### src/rtl/arb_pkg.sv
// Types and constants shared by the requester, the arbiter and their benches.
package arb_pkg;

  localparam int CH_NUM = 2;

  typedef enum logic [1:0] {
    IDLE,
    REQ,
    BUSY,
    REL
  } req_state_t;

endpackage

### src/rtl/arb_requester_if.sv
// Producer/arbiter-facing bundle of the requester; master is the requester side.
interface arb_requester_if
  import arb_pkg::*;
#(
  parameter int LEN_W = 4
) ();

  logic [CH_NUM-1:0]            job_valid;
  logic [CH_NUM-1:0][LEN_W-1:0] job_len;
  logic [CH_NUM-1:0]            job_ready;
  logic [CH_NUM-1:0]            request;
  logic [CH_NUM-1:0]            grant;
  logic [CH_NUM-1:0]            active;
  logic [CH_NUM-1:0]            done;
  logic [CH_NUM-1:0]            starve;
  logic [CH_NUM-1:0]            grant_err;

  modport master (
    input  job_valid, job_len, grant,
    output job_ready, request, active, done, starve, grant_err
  );

  modport slave (
    output job_valid, job_len, grant,
    input  job_ready, request, active, done, starve, grant_err
  );

endinterface

### src/rtl/arb_req_chan.sv
// One requester channel: job FIFO, request/grant FSM, burst and starvation counters.
//   state | meaning
//   IDLE  | no pending job, request low
//   REQ   | job pending, request high, waiting for grant
//   BUSY  | granted, owns the resource, counting down the burst
//   REL   | one-cycle release gap so the arbiter sees request low
module arb_req_chan
  import arb_pkg::*;
#(
  parameter int DEPTH      = 4,
  parameter int LEN_W      = 4,
  parameter int STARVE_LIM = 16
) (
  input  logic             clk,
  input  logic             rst,
  input  logic             job_valid_i,
  input  logic [LEN_W-1:0] job_len_i,
  output logic             job_ready_o,
  input  logic             grant_i,
  output logic             request_o,
  output logic             active_o,
  output logic             done_o,
  output logic             starve_o,
  output logic             grant_err_o
);

  localparam int AW = $clog2(DEPTH);
  localparam int WW = $clog2(STARVE_LIM + 1);
  localparam logic [WW-1:0] WAIT_LIM = WW'(STARVE_LIM);

  logic [LEN_W-1:0] mem_q [DEPTH];
  logic [AW:0]      wr_ptr_q, rd_ptr_q;
  logic             full, empty, push, pop, granted, done;
  logic [LEN_W-1:0] head_len;

  req_state_t       state_q, state_d;
  logic [LEN_W-1:0] cnt_q, cnt_d;
  logic [WW-1:0]    wait_q, wait_d;
  logic             starve_q, starve_d, grant_err_q;

  // Only a clean 1 is a grant; X/Z from the arbiter must not start a burst.
  assign granted  = (grant_i === 1'b1);
  assign full     = (wr_ptr_q[AW] != rd_ptr_q[AW]) && (wr_ptr_q[AW-1:0] == rd_ptr_q[AW-1:0]);
  assign empty    = (wr_ptr_q == rd_ptr_q);
  assign push     = job_valid_i && !full;
  assign pop      = done;
  assign head_len = mem_q[rd_ptr_q[AW-1:0]];

  always_ff @(posedge clk) begin
    if (push) mem_q[wr_ptr_q[AW-1:0]] <= job_len_i;
  end

  always_ff @(posedge clk or negedge rst) begin
    if (!rst) begin
      wr_ptr_q <= '0;
      rd_ptr_q <= '0;
    end else begin
      if (push) wr_ptr_q <= wr_ptr_q + 1'b1;
      if (pop)  rd_ptr_q <= rd_ptr_q + 1'b1;
    end
  end

  always_ff @(posedge clk or negedge rst) begin
    if (!rst) begin
      state_q     <= IDLE;
      cnt_q       <= '0;
      wait_q      <= '0;
      starve_q    <= 1'b0;
      grant_err_q <= 1'b0;
    end else begin
      state_q     <= state_d;
      cnt_q       <= cnt_d;
      wait_q      <= wait_d;
      starve_q    <= starve_d;
      grant_err_q <= (state_q == IDLE) && granted;
    end
  end

  always_comb begin
    state_d  = state_q;
    cnt_d    = cnt_q;
    wait_d   = wait_q;
    starve_d = starve_q;
    done     = 1'b0;
    unique case (state_q)
      IDLE: if (!empty) state_d = REQ;
      REQ: begin
        if (granted) begin
          state_d  = BUSY;
          cnt_d    = (head_len == '0) ? LEN_W'(1) : head_len;
          wait_d   = '0;
          starve_d = 1'b0;
        end else if (wait_q != WAIT_LIM) begin
          wait_d = wait_q + 1'b1;
          if (wait_d == WAIT_LIM) starve_d = 1'b1;
        end
      end
      BUSY: begin
        // Losing the grant mid-burst keeps the job queued; it restarts from full length.
        if (!granted) begin
          state_d = REQ;
        end else if (cnt_q == LEN_W'(1)) begin
          done    = 1'b1;
          state_d = REL;
        end else begin
          cnt_d = cnt_q - 1'b1;
        end
      end
      REL: state_d = empty ? IDLE : REQ;
      default: state_d = IDLE;
    endcase
  end

  assign job_ready_o = !full;
  assign request_o   = (state_q == REQ) || (state_q == BUSY);
  assign active_o    = (state_q == BUSY);
  assign done_o      = done;
  assign starve_o    = starve_q;
  assign grant_err_o = grant_err_q;

endmodule

### src/rtl/arb_requester.sv
// Two-channel initiator for the fixed-priority request/grant arbiter; one channel per bit.
module arb_requester
  import arb_pkg::*;
#(
  parameter int DEPTH      = 4,
  parameter int LEN_W      = 4,
  parameter int STARVE_LIM = 16
) (
  input  logic           clk,
  input  logic           rst,
  arb_requester_if.master bus
);

  logic [CH_NUM-1:0] job_ready, request, active, done, starve, grant_err;

  for (genvar g = 0; g < CH_NUM; g++) begin : g_chan
    arb_req_chan #(
      .DEPTH      (DEPTH),
      .LEN_W      (LEN_W),
      .STARVE_LIM (STARVE_LIM)
    ) u_chan (
      .clk         (clk),
      .rst         (rst),
      .job_valid_i (bus.job_valid[g]),
      .job_len_i   (bus.job_len[g]),
      .job_ready_o (job_ready[g]),
      .grant_i     (bus.grant[g]),
      .request_o   (request[g]),
      .active_o    (active[g]),
      .done_o      (done[g]),
      .starve_o    (starve[g]),
      .grant_err_o (grant_err[g])
    );
  end

  assign bus.job_ready = job_ready;
  assign bus.request   = request;
  assign bus.active    = active;
  assign bus.done      = done;
  assign bus.starve    = starve;
  assign bus.grant_err = grant_err;

endmodule

### src/flat_wrapper.sv
// flat-port wrapper written by rule: the top's interface ports become plain ports
module arb_requester_flat import arb_pkg::*;
#(
  parameter int DEPTH      = 4,
  parameter int LEN_W      = 4,
  parameter int STARVE_LIM = 16
)
  (clk, rst, bus_job_valid, bus_job_len, bus_grant, bus_job_ready, bus_request, bus_active, bus_done, bus_starve, bus_grant_err);
  arb_requester_if #(.LEN_W(LEN_W)) bus_i ();
  input  logic clk;
  input  logic rst;
  input wire logic [$bits(bus_i.job_valid)-1:0] bus_job_valid;
  input wire logic [$bits(bus_i.job_len)-1:0] bus_job_len;
  input wire logic [$bits(bus_i.grant)-1:0] bus_grant;
  output wire logic [$bits(bus_i.job_ready)-1:0] bus_job_ready;
  output wire logic [$bits(bus_i.request)-1:0] bus_request;
  output wire logic [$bits(bus_i.active)-1:0] bus_active;
  output wire logic [$bits(bus_i.done)-1:0] bus_done;
  output wire logic [$bits(bus_i.starve)-1:0] bus_starve;
  output wire logic [$bits(bus_i.grant_err)-1:0] bus_grant_err;
  assign bus_i.job_valid = bus_job_valid;
  assign bus_i.job_len = bus_job_len;
  assign bus_i.grant = bus_grant;
  assign bus_job_ready = bus_i.job_ready;
  assign bus_request = bus_i.request;
  assign bus_active = bus_i.active;
  assign bus_done = bus_i.done;
  assign bus_starve = bus_i.starve;
  assign bus_grant_err = bus_i.grant_err;
  arb_requester #(.DEPTH(DEPTH), .LEN_W(LEN_W), .STARVE_LIM(STARVE_LIM)) u_core (.clk(clk), .rst(rst), .bus(bus_i));
endmodule
### config.mk
export PLATFORM = sky130hd
export DESIGN_NAME = arb_requester_flat
export DESIGN_NICKNAME = d
export VERILOG_FILES = /design/src/rtl/arb_pkg.sv /design/src/rtl/arb_requester_if.sv /design/src/rtl/arb_req_chan.sv /design/src/rtl/arb_requester.sv /design/src/flat_wrapper.sv
export SDC_FILE = /design/constraint.sdc
export NUM_CORES = 1
export LEC_CHECK = 0
export BUFFER_PORTS_ARGS = -buffer_cell sky130_fd_sc_hd__buf_2
export CORE_MARGIN = 1.5
export CORE_UTILIZATION = 51
export DETAILED_ROUTE_END_ITERATION = 6
export PLACE_DENSITY_LB_ADDON = 0.15
export SETUP_SLACK_MARGIN = 0.05
export SLEW_MARGIN = 15
export SYNTH_ARGS = -nofsm -noshare
export SYNTH_HDL_FRONTEND = slang
export SYNTH_SLANG_ARGS = --single-unit
### constraint.sdc
create_clock -name clk -period 5.8 [get_ports clk]
set_input_delay 1.16 -clock clk [delete_from_list [all_inputs] [get_ports clk]]
set_output_delay 1.16 -clock clk [all_outputs]
set_load 0.01 [all_outputs]
==> summary.txt, run 1 <==
========================================================================================================
Synthesized Nets                                                                                     340
Via density                                                                                         5.32
Number of port buffers                                                                                25
Residual overflow from global routing                                                                  0
Cell internal power dissipation                                                                0.00123 W
Most repeated cell in the gate-level netlist after synthesis                                sky130_fd_sc_hd__dfrtp_1
Sink count of the clock tree                                                                          70
Proportion of power drawn by the clock network                                                     21.7%
Critical path capture point type                                                             output port
Register cell area after layout                                                                 1910 um2
PwrDens                                                                                       487 nW/um2
Number of hold-slack violations in the final timing report                                             0
Synthesized area per cell                                                                       12.3 um2
Synth-to-Final Area Change                                                                         9.19%
Core ar.                                                                                        6870 um2
TritonCTS Buffers                                                                                      9
Routed wire per std cell                                                                         14.1 um
Element type at the critical path start                                                        flip-flop
CP bufs+invs                                                                                           2
Routed vias                                                                                         2225
Total negative slack for setup checks                                                               0 ns
# rows                                                                                                30
Filler cells                                                                                         583
Worst EP required                                                                                4.64 ns
Leakage power                                                                                    1.68 nW
Proportion of total power due to net switching                                                     37.1%
Die footprint                                                                                   7730 um2
Remaining design rule violation count                                                                  0
Post-synth top flop                                                                         sky130_fd_sc_hd__dfrtp_1
Htree depth                                                                                            3
Post-synth EDFFs                                                                                      32
Die boundary width                                                                               87.9 um
Worst hold path type                                                                             reg2reg
Worst endpoint data arrival time                                                                 1.90 ns
Total of endpoints with negative setup slack in the final report                                       0
Share of layout cells above drive strength 1                                                       17.4%
Post-CTS clock slew at the launch and capture registers of the worst setup and hold paths        0.08 ns
Area of placed instances                                                                        3800 um2
Detailed Route Iter0 Violations                                                                      130
GRT Overall Usage                                                                                  17.3%
ANT cells                                                                                              0
Start-to-end type of the worst setup path                                                        reg2out
Post-route minimum period                                                                        3.06 ns
YS warnings                                                                                            0
Fraction of the yosys area taken by sequential cells                                               52.0%
Slew at the pin closest to its max-slew limit                                                   0.879 ns
Count of pins on the block boundary                                                                   26
Share of total power in sequential cells                                                           40.4%
Worst hold margin                                                                               0.530 ns
Routability congestion estimate                                                                    0.763
Number of distinct library cells after synthesis                                                      51
Result of the run                                                                           finished, final reports clean
Gates resized, CTS repair                                                                              0
Top cell types by occurrence after synthesis                                                sky130_fd_sc_hd__dfrtp_1, sky130_fd_sc_hd__edfxtp_1, sky130_fd_sc_hd__ha_1, sky130_fd_sc_hd__inv_1, sky130_fd_sc_hd__nand3_1
Final instance area                                                                             4020 um2
Clock root buffer master                                                                    sky130_fd_sc_hd__clkbuf_8
Height of the die                                                                                87.9 um
Number of buffers added to fix hold violations after cts                                               0
Post-detailed-routing wire length                                                                5880 um
Buffers inserted during post-CTS setup optimization                                                    0
CP Max Fanout                                                                                         10
Pin count of the biggest net entering global routing                                                  39
Max-slew violations                                                                                    0
Largest clock skew in the final design                                                        0.00899 ns
Cells after synthesis                                                                                298
Biggest area contributors in the synthesized netlist                                        sky130_fd_sc_hd__edfxtp_1, sky130_fd_sc_hd__dfrtp_1, sky130_fd_sc_hd__ha_1
Starting density of the core                                                                       53.5%
Post-route ant nets                                                                                    0
NetSw                                                                                         0.000726 W
Crit share post-route                                                                              52.8%
Final net count                                                                                      359
# Max-Cap Violations                                                                                   0
Initial antenna violation count                                                                        0
Highest cell delay on the worst timing path                                                      0.45 ns
Vias in the first global route                                                                      2143
Seq cells post-synth                                                                                  70
Share of Yosys cell area claimed by the top area cell type                                         26.1%
Logic pwr share                                                                                    37.9%
Area of the mapped netlist                                                                      3680 um2
CTS tree                                                                                             yes
Half-perimeter wire length after placement                                                       4100 um
Async set-reset flop share out of synthesis                                                        54.3%
Max Freq                                                                                       0.326 GHz
Slew margin rel.                                                                                   41.4%
Maximum count of clock buffers along a single path                                                     2
Largest vdd supply drop                                                                         0.252 mV
RSZ-0062 raised after global routing                                                               false
Area of combinational cells with multiple inputs                                                1550 um2
Global-route wire length before repair                                                          10100 um
Slowest cell on crit path                                                                   sky130_fd_sc_hd__dfrtp_1
Clock latency on the worst-skew pair                                                             0.34 ns
Chain of cells forming the critical path                                                    inv_1, ha_1, nand2_1, nor2_1, buf_2
1st-pass router iterations                                                                             4
Largest delay share family, worst path                                                        flip-flops
Biggest area consumer among synthesized cells                                               sky130_fd_sc_hd__edfxtp_1
========================================================================================================
## path summary, 6_finish.rpt
check                                                     from                                  end  slack (ns)  cells past startpoint
setup / recovery            u_core.g_chan[1].u_chan.state_q[0]                          bus_done[1]        2.74                      5
hold / removal             u_core.g_chan[1].u_chan.wr_ptr_q[2]  u_core.g_chan[1].u_chan.wr_ptr_q[2]        0.53                      1
setup reg to reg            u_core.g_chan[1].u_chan.state_q[1]     u_core.g_chan[1].u_chan.cnt_q[3]        3.72                      6
hold reg to reg            u_core.g_chan[1].u_chan.wr_ptr_q[2]  u_core.g_chan[1].u_chan.wr_ptr_q[2]        0.53                      1
max in group asynchronous                                  rst   u_core.g_chan[0].u_chan.state_q[1]        4.31                      1
min in group asynchronous                                  rst     u_core.g_chan[1].u_chan.cnt_q[3]        0.93                      1
## cell usage in the layout, fill, tap and decap left out, types with 8 or more instances in the layout
cell type / Yosys / layout
sky130_fd_sc_hd__and2_1: 12 / 12
sky130_fd_sc_hd__nand2_1: 13 / 13
sky130_fd_sc_hd__dfrtp_1: 38 / 38
sky130_fd_sc_hd__clkbuf_8: 0 / 9
sky130_fd_sc_hd__a21oi_1: 8 / 8
sky130_fd_sc_hd__xnor2_1: 12 / 12
sky130_fd_sc_hd__nor2_1: 10 / 10
sky130_fd_sc_hd__o21ai_0: 11 / 11
sky130_fd_sc_hd__buf_2: 0 / 25
sky130_fd_sc_hd__ha_1: 28 / 28
sky130_fd_sc_hd__inv_1: 26 / 26
sky130_fd_sc_hd__a31oi_1: 9 / 9
sky130_fd_sc_hd__nand3_1: 15 / 15
sky130_fd_sc_hd__edfxtp_1: 32 / 32
## worst reg2reg max path: stages, from the launching register on
cell and delay (ns):
sky130_fd_sc_hd__dfrtp_1 0.43, sky130_fd_sc_hd__inv_1 0.15, sky130_fd_sc_hd__ha_1 0.32, sky130_fd_sc_hd__nor2b_1 0.40
sky130_fd_sc_hd__o2bb2ai_2 0.19, sky130_fd_sc_hd__and2_1 0.24, sky130_fd_sc_hd__o221a_1 0.25
## through the flow
stage | instances | utilization, % | total power (W) | setup WS, ns
floorplan | 298 | - | 0.00140 | 2.86
global placement | 402 | 55.4 | 0.00153 | 2.76
detailed placement | 402 | 55.4 | 0.00155 | 2.75
CTS | 418 | 58.5 | 0.00198 | 2.71
global route | 418 | 58.5 | 0.00212 | 2.55
finish | 418 | 58.5 | 0.00196 | 2.74
## routing by layer
| metal | up-vias | global-route usage, % | wire (um) | part of all wire (%) |
|---|---|---|---|---|
| li1 | 1107 | - | - | - |
| met1 | 1076 | 24.9 | 3070 | 52 |
| met2 | 34 | 24.8 | 2530 | 43 |
| met3 | 8 | 4.81 | 187 | 3.2 |
| met4 | 0 | 6.93 | 103 | 1.8 |
| met5 | - | 0 | 0 | 0 |
## logic make-up (layout without fill, tap and decap cells)
| group | after synthesis | in the layout | share of synthesized area [%] |
|---|---|---|---|
| xor+xnor | 19 | 19 | 4.53 |
| mux | 12 | 12 | 6.26 |
| simple gates | 71 | 71 | 10.4 |
| buf+inv | 43 | 67 | 5.92 |
| compound gates | 55 | 55 | 11.4 |
| flops | 70 | 70 | 52.0 |
| fa+ha+maj | 28 | 28 | 9.53 |
## sequential cells by signal, indices dropped and copies added (netlist names)
signal / cells
u_core.g_chan.u_chan.cnt_q: 8
u_core.g_chan.u_chan.grant_err_o: 2
u_core.g_chan.u_chan.mem_q: 32
u_core.g_chan.u_chan.rd_ptr_q: 6
u_core.g_chan.u_chan.starve_o: 2
u_core.g_chan.u_chan.state_q: 4
u_core.g_chan.u_chan.wait_q: 10
u_core.g_chan.u_chan.wr_ptr_q: 6
## power groups by stage
stage                     clock, W  combinational [W]  sequential, W
after floorplan                  0           0.000647       0.000757
after global placement           0           0.000732       0.000796
after detailed placement         0           0.000748       0.000801
after CTS                 0.000434           0.000751       0.000792
after global routing      0.000456           0.000852       0.000812
final                     0.000425           0.000741       0.000790
## layout make-up
type | count | share of cell area [%]
Timing Repair Buffer | 25 | 3.12
Clock inverter | 7 | 2.21
Tap cell | 96 | 2.99
Clock buffer | 9 | 3.09
Inverter | 26 | 2.43
Sequential cell | 70 | 47.6
Multi-Input combinational cell | 185 | 38.5
Power figures use the tool's default switching activity.
==> run 2, diff against run 1 <==
Settings changed: ABC_AREA set to 1.
Clock period 5.8 ns to 2.8 ns, I/O delays scaled along.
==> run 2 against run 1 <==
  * Critical path type unchanged
  * Non-clock buffer count unchanged
  * Combinational power increased to 2.6 times the previous value
  * Highest routed layer unchanged
  * Utilization decreased by 1.3 points
  * Largest cell class unchanged
  * Cell area increased by 3.8%
  * Area after synthesis increased by 5.5%
==> summary.txt, run 2 <==
========================================================================================================
Result of the run                                                                           finished, final reports clean
Clock latency on the worst-skew pair                                                             0.34 ns   about the same
Fraction of the yosys area taken by sequential cells                                               49.3%   -2.7 points
PwrDens                                                                                      1030 nW/um2   +110%
Initial antenna violation count                                                                        0   unchanged
Most crowded layer after global routing                                                             met2
Area of combinational cells with multiple inputs                                                1620 um2   +4.5%
Share of layout cells above drive strength 1                                                       14.3%   -3.0 points
Max-slew violations                                                                                    0   unchanged
Post-synth top flop                                                                         sky130_fd_sc_hd__dfrtp_1
Post-route ant nets                                                                                    0   unchanged
GRT Overall Usage                                                                                  18.0%   +0.66 points
Launching instance or port of the critical path                                             u_core.g_chan[0].u_chan.state_q[0]
Worst setup slack after placement                                                               0.797 ns   -1.95 ns
Final Instance Count excl. Fillers                                                                   552   +32%
Routed wire per std cell                                                                         11.9 um   -15%
Post-synth EDFFs                                                                                      32   unchanged
Gates resized, CTS repair                                                                              0   unchanged
Top cell types by occurrence after synthesis                                                sky130_fd_sc_hd__nand2_1, sky130_fd_sc_hd__inv_1, sky130_fd_sc_hd__nand3_1, sky130_fd_sc_hd__dfrtp_1, sky130_fd_sc_hd__edfxtp_1
Height of the die                                                                                90.2 um   +2.6%
Worst EP required                                                                                2.24 ns   -2.40 ns
Startpoint of the most critical register-to-register path                                   u_core.g_chan[1].u_chan.rd_ptr_q[0]
Slew at the pin closest to its max-slew limit                                                   0.885 ns   +0.00587 ns
Worst reg2reg setup slack                                                                        1.04 ns   -2.68 ns
Combinational family with the most area after synthesis                                     simple AND/OR/NAND/NOR gates
Grt met3 use                                                                                       4.06%   -0.75 points
Biggest area consumer among synthesized cells                                               sky130_fd_sc_hd__edfxtp_1
YS warnings                                                                                            0   unchanged
Fraction of synthesized area in multiplexers                                                          0%   -6.3 points
Maximum count of clock buffers along a single path                                                     2   unchanged
Share of Yosys cell area claimed by the top area cell type                                         24.8%   -1.4 points
Biggest area contributors in the synthesized netlist                                        sky130_fd_sc_hd__edfxtp_1, sky130_fd_sc_hd__dfrtp_1, sky130_fd_sc_hd__nand2_1
RSZ-0062 raised after global routing                                                               false
1st-pass router iterations                                                                             5   +1
TritonCTS Buffers                                                                                      9   unchanged
Post-route minimum period                                                                        2.38 ns
Element type at the critical path start                                                        flip-flop
Worst Setup EP                                                                               bus_done[0]
Vias in the first global route                                                                      2621   +22%
Final cell utilization of the core                                                                 57.2%   -1.3 points
CTS tree                                                                                             yes
Met1 Resource Use GR                                                                               23.7%   -1.2 points
Synth-to-Final Area Change                                                                         7.45%
Met2 usage                                                                                         29.0%   +4.3 points
Post-detailed-routing wire length                                                                6580 um   +12%
Final net count                                                                                      490   +36%
Core ar.                                                                                        7290 um2   +6.2%
Largest clock skew in the final design                                                         0.0101 ns   +0.00108 ns
Via density                                                                                         4.90   -8.0%
Synth Area in Simple Gates                                                                         24.2%   +14 points
Worst hold path type                                                                            in2async
Sink count of the clock tree                                                                          70   unchanged
Total negative slack for setup checks                                                               0 ns   unchanged
Xor and xnor fraction of the mapped netlist area                                                   2.48%   -2.0 points
Count of pins on the block boundary                                                                   26   unchanged
Total of endpoints with negative setup slack in the final report                                       0   unchanged
Share of total power in sequential cells                                                           39.5%   -0.9 points
Starting density of the core                                                                       53.2%   -0.34 points
Most frequent cells in the layout                                                           sky130_fd_sc_hd__nand2_1, sky130_fd_sc_hd__inv_1, sky130_fd_sc_hd__nand3_1
Clock root buffer master                                                                    sky130_fd_sc_hd__clkbuf_8
Global-route wire length before repair                                                          11700 um   +16%
Leakage power                                                                                    1.99 nW   +19%
Proportion of total power due to net switching                                                     43.6%   +6.4 points
Die footprint                                                                                   8140 um2   +5.3%
Max Freq                                                                                       0.420 GHz
Post-Synth Adder-Cell Area                                                                         9.03%   -0.49 points
Cell internal power dissipation                                                                0.00241 W   +96%
Synthesized area per cell                                                                       9.08 um2   -26%
Pin count of the biggest net entering global routing                                                  39   unchanged
Synthesized Nets                                                                                     469   +38%
Worst flop-to-flop path endpoint                                                            u_core.g_chan[1].u_chan.mem_q[1][0]
Number of buffers added to fix hold violations after cts                                               0   unchanged
Number of port buffers                                                                                25   unchanged
Flip-flop count of the largest register after layout                                                  32   unchanged
Most common library cell in the layout ignoring fill and taps                               sky130_fd_sc_hd__nand2_1
Detailed Route Iter0 Violations                                                                       98   -25%
Placed instance count                                                                                536   +33%
Die boundary width                                                                               90.2 um   +2.6%
Seq cells post-synth                                                                                  70   unchanged
Cells after synthesis                                                                                427   +43%
Worst endpoint data arrival time                                                                 1.82 ns   -0.08 ns
Half-perimeter wire length after placement                                                       4820 um   +18%
Number of distinct library cells after synthesis                                                      33   -35%
CP Max Fanout                                                                                          9   -1
Buffers inserted during post-CTS setup optimization                                                    0   unchanged
Filler cells                                                                                         684   +17%
Post-CTS clock slew at the launch and capture registers of the worst setup and hold paths        0.08 ns   about the same
Critical path capture point type                                                             output port
Start-to-end type of the worst setup path                                                        reg2out
Async set-reset flop share out of synthesis                                                        54.3%   unchanged
Post-layout worst setup margin                                                                  0.421 ns   -2.31 ns
Proportion of power drawn by the clock network                                                     15.7%   -6.0 points
Tot Pwr                                                                                        0.00427 W   +120%
Area of the mapped netlist                                                                      3880 um2   +5.5%
ANT cells                                                                                              0   unchanged
Cell count of the worst reg-to-reg path                                                                6   unchanged
Area fraction in compound gates after synthesis                                                    6.00%   -5.4 points
Residual overflow from global routing                                                                  0   unchanged
Routability congestion estimate                                                                    0.847   +11%
Logic pwr share                                                                                    44.8%   +6.9 points
Number of hold-slack violations in the final timing report                                             0   unchanged
NetSw                                                                                          0.00186 W   +160%
# rows                                                                                                31   +3.3%
Remaining design rule violation count                                                                  0   unchanged
Routed vias                                                                                         2703   +21%
Most repeated cell in the gate-level netlist after synthesis                                sky130_fd_sc_hd__nand2_1
Register cell area after layout                                                                 1910 um2   unchanged
Largest vdd supply drop                                                                         0.411 mV   +63%
Slew margin rel.                                                                                   41.0%   -0.39 points
# Max-Cap Violations                                                                                   0   unchanged
Htree depth                                                                                            3   unchanged
Crit share post-route                                                                              85.0%
========================================================================================================
-- run 2: worst min path at each step --
stage	slack [ns]	cells after the start	to	from
floorplan	0.26	0	u_core.g_chan[0].u_chan.cnt_q[0]	rst
global placement	0.48	2	u_core.g_chan[0].u_chan.wait_q[4]	u_core.g_chan[0].u_chan.wait_q[4]
detailed placement	0.49	2	u_core.g_chan[0].u_chan.wait_q[4]	u_core.g_chan[0].u_chan.wait_q[4]
CTS	0.37	1	u_core.g_chan[1].u_chan.starve_o	rst
global route	0.39	1	u_core.g_chan[1].u_chan.starve_o	rst
finish	0.34	1	u_core.g_chan[1].u_chan.starve_o	rst
-- run 2: power by group through the flow --
stage	clock network, W	registers [W]	logic (W)
final	0.000669	0.00169	0.00192
after floorplan	0	0.00161	0.00166
after detailed placement	0	0.00171	0.00193
after CTS	0.000696	0.00169	0.00194
after global routing	0.000740	0.00174	0.00223
after global placement	0	0.00170	0.00189
-- run 2: area by class of cell --
| cell class | instances | share of cell area [%] |
|---|---|---|
| Clock buffer | 11 | 3.15 |
| Clock inverter | 5 | 0.630 |
| Inverter | 59 | 5.55 |
| Multi-Input combinational cell | 283 | 38.8 |
| Sequential cell | 70 | 45.9 |
| Tap cell | 99 | 2.97 |
| Timing Repair Buffer | 25 | 3.00 |
-- run 2: per-layer routing --
metal	share of wire [%]	vias up
met5	0	-
met4	0.55	0
met3	2.3	2
met2	46	33
met1	51	1263
li1	-	1405
-- run 2: cells by family (layout without fill, tap and decap cells) --
logic type | count (synthesis) | count (layout)
xor gates and xnor gates | 11 | 11
buffers and inverters | 74 | 100
DFF | 70 | 70
and+or+nand+nor | 203 | 203
adders and majority gates | 28 | 28
AOI/OAI and AO/OA | 41 | 41
-- run 2: critical path, stage by stage (launching register included) --
cell	delay (ns)
sky130_fd_sc_hd__dfrtp_1	0.44
sky130_fd_sc_hd__inv_1	0.15
sky130_fd_sc_hd__ha_1	0.34
sky130_fd_sc_hd__nand2_1	0.13
sky130_fd_sc_hd__inv_1	0.08
sky130_fd_sc_hd__nand2_1	0.08
sky130_fd_sc_hd__inv_1	0.12
sky130_fd_sc_hd__buf_2	0.14
-- run 2: per-stage QoR --
stage	area, um2	hold slack, ns
CTS	4170	0.369
global placement	4010	0.477
finish	4170	0.339
global route	4170	0.389
floorplan	3880	0.264
detailed placement	4010	0.485
==> run 3, diff against run 2 <==
Clock period 2.8 ns to 2.1 ns, I/O delays scaled along.
==> run 3 against run 2 <==
  * Clock power grew 91%
  * Combinational power rose by 38%
  * Power increased by 46%
  * Critical path type unchanged
  * Largest power group unchanged
==> summary.txt, run 3 (synthesis results as in run 2) <==
========================================================================================================
Placed instance count                                                                                537   +0.19%
Residual overflow from global routing                                                                  0   unchanged
Flip-flop count of the largest register after layout                                                  32   unchanged
Final net count                                                                                      496   +1.2%
Slowest cell on crit path                                                                   sky130_fd_sc_hd__dfrtp_2
Worst reg2reg setup slack                                                                        0.46 ns   -0.58 ns
Routability congestion estimate                                                                    0.804   -5.0%
Highest cell delay on the worst timing path                                                      0.46 ns   +0.02 ns
Initial antenna violation count                                                                        0   unchanged
Cell with the most instances on the worst path                                              sky130_fd_sc_hd__nand2_1
Clock latency on the worst-skew pair                                                             0.34 ns   about the same
Global-route wire length before repair                                                          11800 um   +0.59%
PwrDens                                                                                      1430 nW/um2   +40%
Routed vias                                                                                         2724   +0.78%
Worst endpoint data arrival time                                                                 1.52 ns   -0.30 ns
Tot Pwr                                                                                        0.00622 W   +46%
Met2 usage                                                                                         26.9%   -2.1 points
Number of hold-slack violations in the final timing report                                             0   unchanged
Critical path capture point type                                                             output port
Slew at the pin closest to its max-slew limit                                                   0.412 ns   -0.473 ns
Die boundary width                                                                               90.2 um   unchanged
RSZ-0062 raised after global routing                                                               false
Max Freq                                                                                       0.514 GHz
Most frequent cells in the layout                                                           sky130_fd_sc_hd__nand2_1, sky130_fd_sc_hd__inv_1, sky130_fd_sc_hd__nand3_1
Crit share post-route                                                                              92.6%
Height of the die                                                                                90.2 um   unchanged
TritonCTS Buffers                                                                                      9   unchanged
Post-route ant nets                                                                                    0   unchanged
# rows                                                                                                31   unchanged
Final Instance Count excl. Fillers                                                                   557   +0.91%
Post-CTS clock slew at the launch and capture registers of the worst setup and hold paths        0.08 ns   about the same
Total negative slack for setup checks                                                               0 ns   unchanged
Start-to-end type of the worst setup path                                                        reg2out
Detailed Route Iter0 Violations                                                                      128   +31%
Leakage power                                                                                    2.05 nW   +2.9%
Htree depth                                                                                            3   unchanged
Worst setup slack after placement                                                               0.259 ns   -0.538 ns
Vias in the first global route                                                                      2555   -2.5%
ANT cells                                                                                              0   unchanged
Element type at the critical path start                                                        flip-flop
Count of pins on the block boundary                                                                   26   unchanged
Worst hold path type                                                                              in2reg
Die footprint                                                                                   8140 um2   unchanged
1st-pass router iterations                                                                             4   -1
Grt met3 use                                                                                       4.06%   unchanged
Maximum count of clock buffers along a single path                                                     2   unchanged
Remaining design rule violation count                                                                  0   unchanged
# Max-Cap Violations                                                                                   0   unchanged
Post-route minimum period                                                                        1.94 ns
Worst EP required                                                                                1.68 ns   -0.56 ns
CTS tree                                                                                             yes
Chain of cells forming the critical path                                                    inv_4, ha_4, nand2_1, inv_1, nand2_1, inv_2, buf_2
Half-perimeter wire length after placement                                                       5070 um   +5.2%
GRT Overall Usage                                                                                  18.4%   +0.47 points
CP bufs+invs                                                                                           4   unchanged
Slew margin rel.                                                                                   72.5%   +32 points
Post-layout worst setup margin                                                                  0.156 ns   -0.265 ns
Largest vdd supply drop                                                                         0.803 mV   +95%
Most common library cell in the layout ignoring fill and taps                               sky130_fd_sc_hd__nand2_1
Largest clock skew in the final design                                                         0.0112 ns   +0.00113 ns
Starting density of the core                                                                       53.2%   unchanged
Total of endpoints with negative setup slack in the final report                                       0   unchanged
Core ar.                                                                                        7290 um2   unchanged
Met1 Resource Use GR                                                                               26.0%   +2.3 points
Largest delay share family, worst path                                                        flip-flops
Number of port buffers                                                                                25   unchanged
Max-slew violations                                                                                    0   unchanged
Routed wire per std cell                                                                         12.4 um   +4.4%
Pin count of the biggest net entering global routing                                                  28   -28%
Post-detailed-routing wire length                                                                6930 um   +5.3%
Result of the run                                                                           finished, final reports clean
Via density                                                                                         4.89   -0.13%
Clock root buffer master                                                                    sky130_fd_sc_hd__clkbuf_8
Most crowded layer after global routing                                                             met2
Share of layout cells above drive strength 1                                                       18.1%   +3.8 points
CP Max Fanout                                                                                          6   -3
Sink count of the clock tree                                                                          70   unchanged
Synth-to-Final Area Change                                                                         11.9%
Final cell utilization of the core                                                                 59.5%   +2.4 points
========================================================================================================
## run 3: changes by cell type in the layout (fill, tap and decap cells not counted), sizes merged
cell         previous run  this run
clkinv                  4         2
bufinv                  0         3
buf                    25        30
dlygate4sd3             0         1
clkbuf                 11         9
## run 3: area by class of cell
cell class              count  area [um2]
clock buffers               9         124
clock inverters             6         111
fillers                   651        2950
inverters                  59         234
multi-input cells         283        1650
flip-flops and latches     70        1910
well taps                  99         124
repair buffers             31         185
## run 3: metal layers
| metal | vias up | part of all wire (%) |
|---|---|---|
| met5 | - | 0 |
| met4 | 0 | 1.7 |
| met3 | 11 | 3.6 |
| met2 | 41 | 45 |
| met1 | 1248 | 50 |
| li1 | 1424 | - |
## run 3: timing repair
| action | CTS | global route |
|---|---|---|
| hold buffers | 1 | 0 |
| buffers inserted | 0 | 4 |
| resized for setup | 6 | 8 |
| endpoints found under the hold margin | 11 | 0 |
| endpoints found under the setup margin | 2 | 2 |
## run 3: worst register-to-register path: cells and delay by family (launching register included)
kind	cells	cell delay [ns]
buffers and inverters	1	0.10
and+or+nand+nor	5	0.61
DFF	1	0.60
## run 3: path summary, 6_finish.rpt
path | cells past startpoint | startpoint | endpoint
max | 7 | u_core.g_chan[1].u_chan.state_q[0] | bus_done[1]
min | 1 | bus_job_len[6] | u_core.g_chan[1].u_chan.mem_q[0][2]
max reg2reg | 6 | u_core.g_chan[0].u_chan.rd_ptr_q[0] | u_core.g_chan[0].u_chan.mem_q[1][3]
min reg2reg | 2 | u_core.g_chan[1].u_chan.starve_o | u_core.g_chan[1].u_chan.starve_o
max in group asynchronous | 3 | rst | u_core.g_chan[0].u_chan.state_q[0]
min in group asynchronous | 2 | rst | u_core.g_chan[1].u_chan.starve_o
## run 3: metrics by stage
stage          area, um2  hold slack, ns
2_1_floorplan       3880           0.124
3_3_place_gp        4030           0.332
3_5_place_dp        4030           0.344
4_1_cts             4300           0.285
5_1_grt             4340           0.293
6_report            4340           0.300
## run 3: where the power goes
part | internal, W | switching, W | total [W] | leakage, nW
clock network | 0.000781 | 0.000502 | 0.00128 | 0.115
registers | 0.00189 | 0.000400 | 0.00229 | 0.754
logic | 0.000982 | 0.00167 | 0.00265 | 1.18
